--- config.mk ---
export PLATFORM = sky130hd
export DESIGN_NAME = sdram_init_refresh_flat
export DESIGN_NICKNAME = d
export VERILOG_FILES = /design/src/rtl/sdram_init_refresh_pkg.sv /design/src/rtl/sdram_init_refresh_if.sv /design/src/rtl/sdram_cmd_timer.sv /design/src/rtl/sdram_init_refresh.sv /design/src/flat_wrapper.sv
export SDC_FILE = /design/constraint.sdc
export NUM_CORES = 1
export LEC_CHECK = 0
export CELL_PAD_IN_SITES_DETAIL_PLACEMENT = 1
export CELL_PAD_IN_SITES_GLOBAL_PLACEMENT = 2
export CORE_UTILIZATION = 40
export CTS_CLUSTER_DIAMETER = 100
export DETAILED_ROUTE_END_ITERATION = 10
export GPL_TIMING_DRIVEN = 0
export PLACE_DENSITY = 0.88
export RECOVER_POWER = 50
export REMOVE_ABC_BUFFERS = 1
export SKIP_LAST_GASP = 1
export SLEW_MARGIN = 0
export SYNTH_ARGS = -nofsm -noshare
export SYNTH_HDL_FRONTEND = slang
export SYNTH_HIERARCHICAL = 1
export SYNTH_SLANG_ARGS = --single-unit
--- constraint.sdc ---
create_clock -name clk -period 4.2 [get_ports clk]
set_clock_uncertainty 0.15 [all_clocks]
set_input_delay 0.84 -clock clk [delete_from_list [all_inputs] [get_ports clk]]
set_output_delay 0.84 -clock clk [all_outputs]
set_load 0.1 [all_outputs]
--- src/rtl/sdram_init_refresh_pkg.sv ---
// Shared SDRAM command encodings, address constants and default timing values.
// Latency: n/a (types and constants only).
// Backpressure: n/a.
package sdram_init_refresh_pkg;

    // {cs_n, ras_n, cas_n, we_n}
    typedef enum logic [3:0] {
        CMD_LMR  = 4'b0000,
        CMD_REF  = 4'b0001,
        CMD_PRE  = 4'b0010,
        CMD_NOP  = 4'b0111,
        CMD_DESL = 4'b1111
    } sdram_cmd_e;

    // A10 high on PRECHARGE selects all banks
    localparam logic [11:0] A10_ALL_BANKS = 12'h400;

    localparam int          DEF_INIT_WAIT  = 10000;
    localparam int          DEF_T_RP       = 2;
    localparam int          DEF_T_RFC      = 7;
    localparam int          DEF_T_MRD      = 2;
    localparam int          DEF_REF_PERIOD = 780;
    localparam logic [11:0] DEF_MODE_REG   = 12'h033;

    typedef enum logic [3:0] {
        ST_PWRUP,
        ST_INIT_WAIT,
        ST_INIT_PRE,
        ST_INIT_REF1,
        ST_INIT_REF2,
        ST_INIT_LMR,
        ST_IDLE,
        ST_REF_PRE,
        ST_REF_REF
    } state_e;

    function automatic int max_int(input int a, input int b);
        return (a > b) ? a : b;
    endfunction

endpackage

--- src/rtl/sdram_init_refresh_if.sv ---
// Command bus and refresh req/gnt handshake between the init/refresh stage and its neighbours.
// Latency: n/a (wiring only).
// Backpressure: ref_req/ref_gnt handshake; ref_busy marks ownership of the command bus.
interface sdram_init_refresh_if;
    logic        ref_gnt;
    logic        init_done;
    logic        ref_req;
    logic        ref_busy;
    logic        ref_overrun;
    logic        cke;
    logic        cs_n;
    logic        ras_n;
    logic        cas_n;
    logic        we_n;
    logic [11:0] addr;
    logic [1:0]  bank;

    modport master (
        input  ref_gnt,
        output init_done, ref_req, ref_busy, ref_overrun,
        output cke, cs_n, ras_n, cas_n, we_n, addr, bank
    );

    modport slave (
        output ref_gnt,
        input  init_done, ref_req, ref_busy, ref_overrun,
        input  cke, cs_n, ras_n, cas_n, we_n, addr, bank
    );
endinterface

--- src/rtl/sdram_cmd_timer.sv ---
// Loadable down-counter with zero flag; holds at zero until reloaded.
// Latency: load takes effect on the next edge; zero is combinational from the count.
// Backpressure: none.
module sdram_cmd_timer #(
    parameter int W = 16
) (
    input  logic         clk,
    input  logic         rst_n,
    input  logic         load,
    input  logic [W-1:0] load_val,
    output logic         zero
);
    logic [W-1:0] cnt;

    // Load has priority; otherwise count down and park at zero
    always_ff @(posedge clk or negedge rst_n) begin
        if (!rst_n) begin
            cnt <= '0;
        end else if (load) begin
            cnt <= load_val;
        end else if (cnt != '0) begin
            cnt <= cnt - 1'b1;
        end
    end

    assign zero = (cnt == '0);
endmodule

--- src/rtl/sdram_init_refresh.sv ---
// SDRAM power-up sequencer and periodic AUTO REFRESH scheduler; build option SDRAM_REF_DEBT_EN.
// Latency: commands registered, one cycle after the deciding edge; gaps filled with NOP.
// Backpressure: refresh waits in IDLE with ref_req high until ref_gnt; owed refreshes are counted.
module sdram_init_refresh
    import sdram_init_refresh_pkg::*;
#(
    parameter int          INIT_WAIT  = DEF_INIT_WAIT,
    parameter int          T_RP       = DEF_T_RP,
    parameter int          T_RFC      = DEF_T_RFC,
    parameter int          T_MRD      = DEF_T_MRD,
    parameter int          REF_PERIOD = DEF_REF_PERIOD,
    parameter logic [11:0] MODE_REG   = DEF_MODE_REG
) (
    input  logic                clk,
    input  logic                rst_n,
    sdram_init_refresh_if.master bus
);
    localparam int TMAX = max_int(max_int(INIT_WAIT, REF_PERIOD),
                                  max_int(max_int(T_RP, T_RFC), T_MRD));
    localparam int TW = $clog2(TMAX + 1);

    // A wait of T cycles loads T-1: the timer reaches zero T-1 edges later
    // and the following edge issues the next command.
    localparam logic [TW-1:0] LD_INIT = TW'(INIT_WAIT - 1);
    localparam logic [TW-1:0] LD_RP   = TW'(T_RP - 1);
    localparam logic [TW-1:0] LD_RFC  = TW'(T_RFC - 1);
    localparam logic [TW-1:0] LD_MRD  = TW'(T_MRD - 1);
    localparam logic [TW-1:0] LD_REF  = TW'(REF_PERIOD - 1);

    state_e        state_q, state_d;
    logic [3:0]    cmd_q, cmd_d;
    logic [11:0]   addr_q, addr_d;
    logic          cke_q;
    logic          done_q, done_d;
    logic          busy_q, busy_d;
    logic          wt_load;
    logic [TW-1:0] wt_val;
    logic          wt_zero;
    logic          rt_load;
    logic          rt_zero;
    logic          expire;
    logic          ref_issue;
    logic          pending;
    logic          ref_req_w;

    sdram_cmd_timer #(.W(TW)) u_wait_timer (
        .clk      (clk),
        .rst_n    (rst_n),
        .load     (wt_load),
        .load_val (wt_val),
        .zero     (wt_zero)
    );

    // Refresh interval: held at full period until init completes, then free-runs
    assign rt_load = !done_q || rt_zero;
    assign expire  = done_q && rt_zero;

    sdram_cmd_timer #(.W(TW)) u_ref_timer (
        .clk      (clk),
        .rst_n    (rst_n),
        .load     (rt_load),
        .load_val (LD_REF),
        .zero     (rt_zero)
    );

`ifdef SDRAM_REF_DEBT_EN
    logic [2:0] debt_q, debt_d;

    // Owed refreshes: +1 per expiry (saturating), -1 per REF issued
    always_comb begin
        debt_d = debt_q;
        if (expire && !ref_issue) begin
            debt_d = (debt_q == 3'd7) ? 3'd7 : debt_q + 3'd1;
        end else if (!expire && ref_issue && debt_q != 3'd0) begin
            debt_d = debt_q - 3'd1;
        end
    end

    // Debt register
    always_ff @(posedge clk or negedge rst_n) begin
        if (!rst_n) begin
            debt_q <= 3'd0;
        end else begin
            debt_q <= debt_d;
        end
    end

    assign pending         = (debt_q != 3'd0);
    assign bus.ref_overrun = 1'b0;
`else
    logic pending_q;
    logic overrun_q;

    // Single pending bit; expiry wins over a same-edge REF so no interval is lost.
    // A second expiry while still pending is a missed refresh and latches overrun.
    always_ff @(posedge clk or negedge rst_n) begin
        if (!rst_n) begin
            pending_q <= 1'b0;
            overrun_q <= 1'b0;
        end else begin
            if (expire) begin
                pending_q <= 1'b1;
            end else if (ref_issue) begin
                pending_q <= 1'b0;
            end
            if (expire && pending_q && !ref_issue) begin
                overrun_q <= 1'b1;
            end
        end
    end

    assign pending         = pending_q;
    assign bus.ref_overrun = overrun_q;
`endif

    assign ref_req_w = pending && (state_q == ST_IDLE);

    // Next state, next command and wait-timer reloads
    always_comb begin
        state_d   = state_q;
        cmd_d     = CMD_NOP;
        addr_d    = '0;
        done_d    = done_q;
        busy_d    = busy_q;
        wt_load   = 1'b0;
        wt_val    = '0;
        ref_issue = 1'b0;
        case (state_q)
            ST_PWRUP: begin
                state_d = ST_INIT_WAIT;
                wt_load = 1'b1;
                wt_val  = LD_INIT;
            end
            ST_INIT_WAIT: begin
                if (wt_zero) begin
                    cmd_d   = CMD_PRE;
                    addr_d  = A10_ALL_BANKS;
                    wt_load = 1'b1;
                    wt_val  = LD_RP;
                    state_d = ST_INIT_PRE;
                end
            end
            ST_INIT_PRE: begin
                if (wt_zero) begin
                    cmd_d   = CMD_REF;
                    wt_load = 1'b1;
                    wt_val  = LD_RFC;
                    state_d = ST_INIT_REF1;
                end
            end
            ST_INIT_REF1: begin
                if (wt_zero) begin
                    cmd_d   = CMD_REF;
                    wt_load = 1'b1;
                    wt_val  = LD_RFC;
                    state_d = ST_INIT_REF2;
                end
            end
            ST_INIT_REF2: begin
                if (wt_zero) begin
                    cmd_d   = CMD_LMR;
                    addr_d  = MODE_REG;
                    wt_load = 1'b1;
                    wt_val  = LD_MRD;
                    state_d = ST_INIT_LMR;
                end
            end
            ST_INIT_LMR: begin
                if (wt_zero) begin
                    done_d  = 1'b1;
                    busy_d  = 1'b0;
                    state_d = ST_IDLE;
                end
            end
            ST_IDLE: begin
                if (ref_req_w && bus.ref_gnt) begin
                    cmd_d   = CMD_PRE;
                    addr_d  = A10_ALL_BANKS;
                    busy_d  = 1'b1;
                    wt_load = 1'b1;
                    wt_val  = LD_RP;
                    state_d = ST_REF_PRE;
                end
            end
            ST_REF_PRE: begin
                if (wt_zero) begin
                    cmd_d     = CMD_REF;
                    ref_issue = 1'b1;
                    wt_load   = 1'b1;
                    wt_val    = LD_RFC;
                    state_d   = ST_REF_REF;
                end
            end
            ST_REF_REF: begin
                if (wt_zero) begin
`ifdef SDRAM_REF_DEBT_EN
                    if (pending) begin
                        cmd_d     = CMD_REF;
                        ref_issue = 1'b1;
                        wt_load   = 1'b1;
                        wt_val    = LD_RFC;
                    end else begin
                        busy_d  = 1'b0;
                        state_d = ST_IDLE;
                    end
`else
                    busy_d  = 1'b0;
                    state_d = ST_IDLE;
`endif
                end
            end
            default: begin
                state_d = ST_PWRUP;
            end
        endcase
    end

    // State register
    always_ff @(posedge clk or negedge rst_n) begin
        if (!rst_n) begin
            state_q <= ST_PWRUP;
        end else begin
            state_q <= state_d;
        end
    end

    // Registered command bus and status; cke rises on the first edge after reset
    always_ff @(posedge clk or negedge rst_n) begin
        if (!rst_n) begin
            cke_q  <= 1'b0;
            cmd_q  <= CMD_DESL;
            addr_q <= '0;
            done_q <= 1'b0;
            busy_q <= 1'b1;
        end else begin
            cke_q  <= 1'b1;
            cmd_q  <= cmd_d;
            addr_q <= addr_d;
            done_q <= done_d;
            busy_q <= busy_d;
        end
    end

    assign bus.cke       = cke_q;
    assign {bus.cs_n, bus.ras_n, bus.cas_n, bus.we_n} = cmd_q;
    assign bus.addr      = addr_q;
    assign bus.bank      = 2'b00;
    assign bus.init_done = done_q;
    assign bus.ref_busy  = busy_q;
    assign bus.ref_req   = ref_req_w;
endmodule

--- src/flat_wrapper.sv ---
// flat-port wrapper written by rule: the top's interface ports become plain ports
module sdram_init_refresh_flat import sdram_init_refresh_pkg::*;
#(
    parameter int          INIT_WAIT  = DEF_INIT_WAIT,
    parameter int          T_RP       = DEF_T_RP,
    parameter int          T_RFC      = DEF_T_RFC,
    parameter int          T_MRD      = DEF_T_MRD,
    parameter int          REF_PERIOD = DEF_REF_PERIOD,
    parameter logic [11:0] MODE_REG   = DEF_MODE_REG
)
  (clk, rst_n, bus_ref_gnt, bus_init_done, bus_ref_req, bus_ref_busy, bus_ref_overrun, bus_cke, bus_cs_n, bus_ras_n, bus_cas_n, bus_we_n, bus_addr, bus_bank);
  sdram_init_refresh_if bus_i ();
  input  logic clk;
  input  logic rst_n;
  input wire logic [$bits(bus_i.ref_gnt)-1:0] bus_ref_gnt;
  output wire logic [$bits(bus_i.init_done)-1:0] bus_init_done;
  output wire logic [$bits(bus_i.ref_req)-1:0] bus_ref_req;
  output wire logic [$bits(bus_i.ref_busy)-1:0] bus_ref_busy;
  output wire logic [$bits(bus_i.ref_overrun)-1:0] bus_ref_overrun;
  output wire logic [$bits(bus_i.cke)-1:0] bus_cke;
  output wire logic [$bits(bus_i.cs_n)-1:0] bus_cs_n;
  output wire logic [$bits(bus_i.ras_n)-1:0] bus_ras_n;
  output wire logic [$bits(bus_i.cas_n)-1:0] bus_cas_n;
  output wire logic [$bits(bus_i.we_n)-1:0] bus_we_n;
  output wire logic [$bits(bus_i.addr)-1:0] bus_addr;
  output wire logic [$bits(bus_i.bank)-1:0] bus_bank;
  assign bus_i.ref_gnt = bus_ref_gnt;
  assign bus_init_done = bus_i.init_done;
  assign bus_ref_req = bus_i.ref_req;
  assign bus_ref_busy = bus_i.ref_busy;
  assign bus_ref_overrun = bus_i.ref_overrun;
  assign bus_cke = bus_i.cke;
  assign bus_cs_n = bus_i.cs_n;
  assign bus_ras_n = bus_i.ras_n;
  assign bus_cas_n = bus_i.cas_n;
  assign bus_we_n = bus_i.we_n;
  assign bus_addr = bus_i.addr;
  assign bus_bank = bus_i.bank;
  sdram_init_refresh #(.INIT_WAIT(INIT_WAIT), .T_RP(T_RP), .T_RFC(T_RFC), .T_MRD(T_MRD), .REF_PERIOD(REF_PERIOD), .MODE_REG(MODE_REG)) u_core (.clk(clk), .rst_n(rst_n), .bus(bus_i));
endmodule
==> results.json <==
{
  "outcome": "completed",
  "hold_class": "reg -> reg",
  "powerDensity_nw_per_um2": 430.8,
  "synth-seq-cells": 43,
  "endpoint_kind": "flop",
  "cts_tree": "yes",
  "leakage_nw": 1.132,
  "postCtsHoldBufs": 0,
  "path_clk_slew_ns": 0.08,
  "place_congestion": 0.7554,
  "synth_area_leader_cell": "dfrtp_1",
  "slew_violations": 0,
  "cp-endpoint": "u_core/u_wait_timer/cnt[7]$_DFFE_PN0P_",
  "finalCritPeriodShare": 0.8263,
  "synth_fa_ha_area_frac": 0.009766,
  "cts.sinks": 43,
  "fp.dieW_um": 82.04,
  "r2r_start": "u_core/u_wait_timer/cnt[0]$_DFFE_PN0P_",
  "drive_above_1_share": 0.1103,
  "antenna_found_initial": 0,
  "async_flop_share": 1.000,
  "n_antenna_cell": 0,
  "rsz0062_at_grt": "no",
  "final_common_cell": "dfrtp_1",
  "r2r_end": "u_core/u_wait_timer/cnt[7]$_DFFE_PN0P_",
  "grt_util_all_layers": 0.1872,
  "overflow": 0,
  "utilization": 0.4703,
  "criticalPathCategory": "reg -> reg",
  "port_buffers": 16,
  "min_period_ns": 3.470,
  "htreeDepth": 2,
  "synth_area_leaders": "dfrtp_1, xnor2_1, a22o_1",
  "synth_compound_area_frac": 0.1826,
  "cap_violations": 0,
  "coreArea_um2": 6061,
  "synth_top_area_share": 0.3711,
  "setup_viol": 0,
  "die_area_um2": 6731,
  "grt_max_degree": 25,
  "synthXorXnorAreaFrac": 0.06836,
  "hpwlAfterDp_mm": 3.788,
  "post-route-drc-count": 0,
  "synth_top_family_by_area": "simple AND/OR/NAND/NOR gates",
  "max_slew.worst_pin.slew_ns": 1.231,
  "setup.worst_path.start": "u_core/u_wait_timer/cnt[0]$_DFFE_PN0P_",
  "start_util": 0.4228,
  "fmax_mhz": 288.2,
  "yosysUniqueCellTypes": 53,
  "start_kind": "flop",
  "p_total_mw": 1.228,
  "first_pass_iters": 4,
  "hold_violations": 0,
  "cts_buffer_depth": 2,
  "fin_tns_setup_ns": 0,
  "syn_area_um2": 2562,
  "cts_resized": 0,
  "ioPinCount": 26,
  "first_global_vias": 1933,
  "post_cts_buffers": 0,
  "ys.flop_type": "dfrtp_1",
  "yosys_warnings": 6,
  "worstPathArrival_ns": 3.50,
  "numCtsBuffers": 5,
  "die_h_um": 82.04,
  "ant_nets": 0,
  "vias": 1926,
  "crit_required_ns": 4.23,
  "final_nets": 286,
  "synth_edf_count": 0,
  "synth-simple-area-share": 0.2476,
  "dpl-instance-area_um2": 2818,
  "yosysSeqAreaShare": 0.4224,
  "peakVddDrop_v": 0.0002266,
  "final_area_um2": 2850,
  "cts-root-buf": "clkbuf_8",
  "wl_mm": 5.569,
  "clkLatencyLatePin_ns": 0.29,
  "slew_headroom": 0.1796,
  "r2r_slack_ns": 0.73,
  "grt_pass1_wl_mm": 9.611,
  "whs_ns": 0.3229,
  "reg2reg_depth": 10,
  "wl_per_cell_um": 15.64,
  "synthCells": 251,
  "synthMuxAreaShare": 0,
  "row_count": 28,
  "layout_common_cells": "dfrtp_1, conb_1, xnor2_1",
  "area_delta_synth_final_pct": 11.23,
  "avgSynthCellArea_um2": 10.21,
  "first_iter_violations": 124,
  "via_per_inst": 5.410,
  "critPathMaxFanout": 19
}
-- critical path, cell delays in order, from the launching register on --
cell       delay [ns]
dfrtp_1          0.41
inv_1            0.10
ha_1             0.18
nor3b_4          0.33
and4_1           0.74
and2b_1          0.30
a21oi_1          0.08
o2bb2ai_2        0.49
buf_6            0.24
nor2_2           0.10
a22o_1           0.24
-- routing by layer --
| layer | global-route usage | vias to the layer above | part of all wire |
|---|---|---|---|
| met5 | 0 | - | 0 |
| li1 | - | 929 | - |
| met4 | 0.04561 | 0 | 0.0068 |
| met1 | 0.2670 | 959 | 0.50 |
| met2 | 0.2917 | 34 | 0.47 |
| met3 | 0.03333 | 4 | 0.026 |
-- Yosys cell counts, drive strengths merged, types with 2 or more instances --
library cell	number
dfrtp	38
xnor2	20
buf	18
nand2	17
a22o	15
nor2b	14
nor2	13
nor3	9
o31ai	9
a21oi	8
nor4	8
o21ai	8
clkbuf	6
inv	6
dfstp	5
nand2b	5
nand3	5
nor3b	5
a31oi	4
nand3b	3
a211oi	2
a221o	2
a41oi	2
and2b	2
and4	2
conb	2
ha	2
nand4	2
nand4b	2
nor4b	2
o31a	2
-- worst min path at each step --
stage | start | endpoint | cells after the start
6_report | u_core/bus.ref_overrun$_DFFE_PN0P_ | u_core/bus.ref_overrun$_DFFE_PN0P_ | 1
5_1_grt | u_core/bus.ref_overrun$_DFFE_PN0P_ | u_core/bus.ref_overrun$_DFFE_PN0P_ | 1
4_1_cts | u_core/bus.ref_overrun$_DFFE_PN0P_ | u_core/bus.ref_overrun$_DFFE_PN0P_ | 1
3_5_place_dp | u_core/bus.ref_overrun$_DFFE_PN0P_ | u_core/bus.ref_overrun$_DFFE_PN0P_ | 1
3_3_place_gp | u_core/bus.ref_overrun$_DFFE_PN0P_ | u_core/bus.ref_overrun$_DFFE_PN0P_ | 1
2_1_floorplan | rst_n | u_core/bus.addr[10]$_DFF_PN0_ | 0
-- flip-flops by register name, summed over array words and instances (netlist names) --
| signal | flops |
|---|---|
| u_core/u_ref_timer/cnt | 14 |
| u_core/u_wait_timer/cnt | 14 |
| u_core/cmd_q | 4 |
| u_core/state_q | 4 |
| u_core/bus.addr | 2 |
| u_core/bus.cke | 1 |
| u_core/bus.init_done | 1 |
| u_core/bus.ref_busy | 1 |
| u_core/bus.ref_overrun | 1 |
| u_core/pending | 1 |
-- metrics by stage --
| stage | cells | setup WS (ns) |
|---|---|---|
| floorplan | 256 | 0.5404 |
| global placement | 347 | -0.1537 |
| detailed placement | 349 | 0.7040 |
| CTS | 356 | 0.6910 |
| global route | 356 | 0.4633 |
| finish | 356 | 0.7296 |
-- kinds of logic after synthesis --
kind of cell               count (synthesis)
other                                      2
AOI/OAI and AO/OA                         60
and+or+nand+nor                           94
buffers and inverters                     30
xor gates and xnor gates                  20
DFF                                       43
adders and majority gates                  2
-- cell type report --
| cell class | count | area, um^2 |
|---|---|---|
| Sequential cell | 43 | 1082 |
| Clock buffer | 7 | 76.32 |
| Tap cell | 75 | 93.84 |
| Multi-Input combinational cell | 207 | 1406 |
| Inverter | 6 | 22.52 |
| Fill cell | 704 | 3211 |
| Timing Repair Buffer | 18 | 168.9 |
-- where the power goes --
group          internal [mW]  switching (mW)
registers              0.490           0.119
clock network          0.115           0.140
logic                  0.173           0.191
total                  0.778           0.450
No activity file was read; power rests on OpenSTA's default activity.
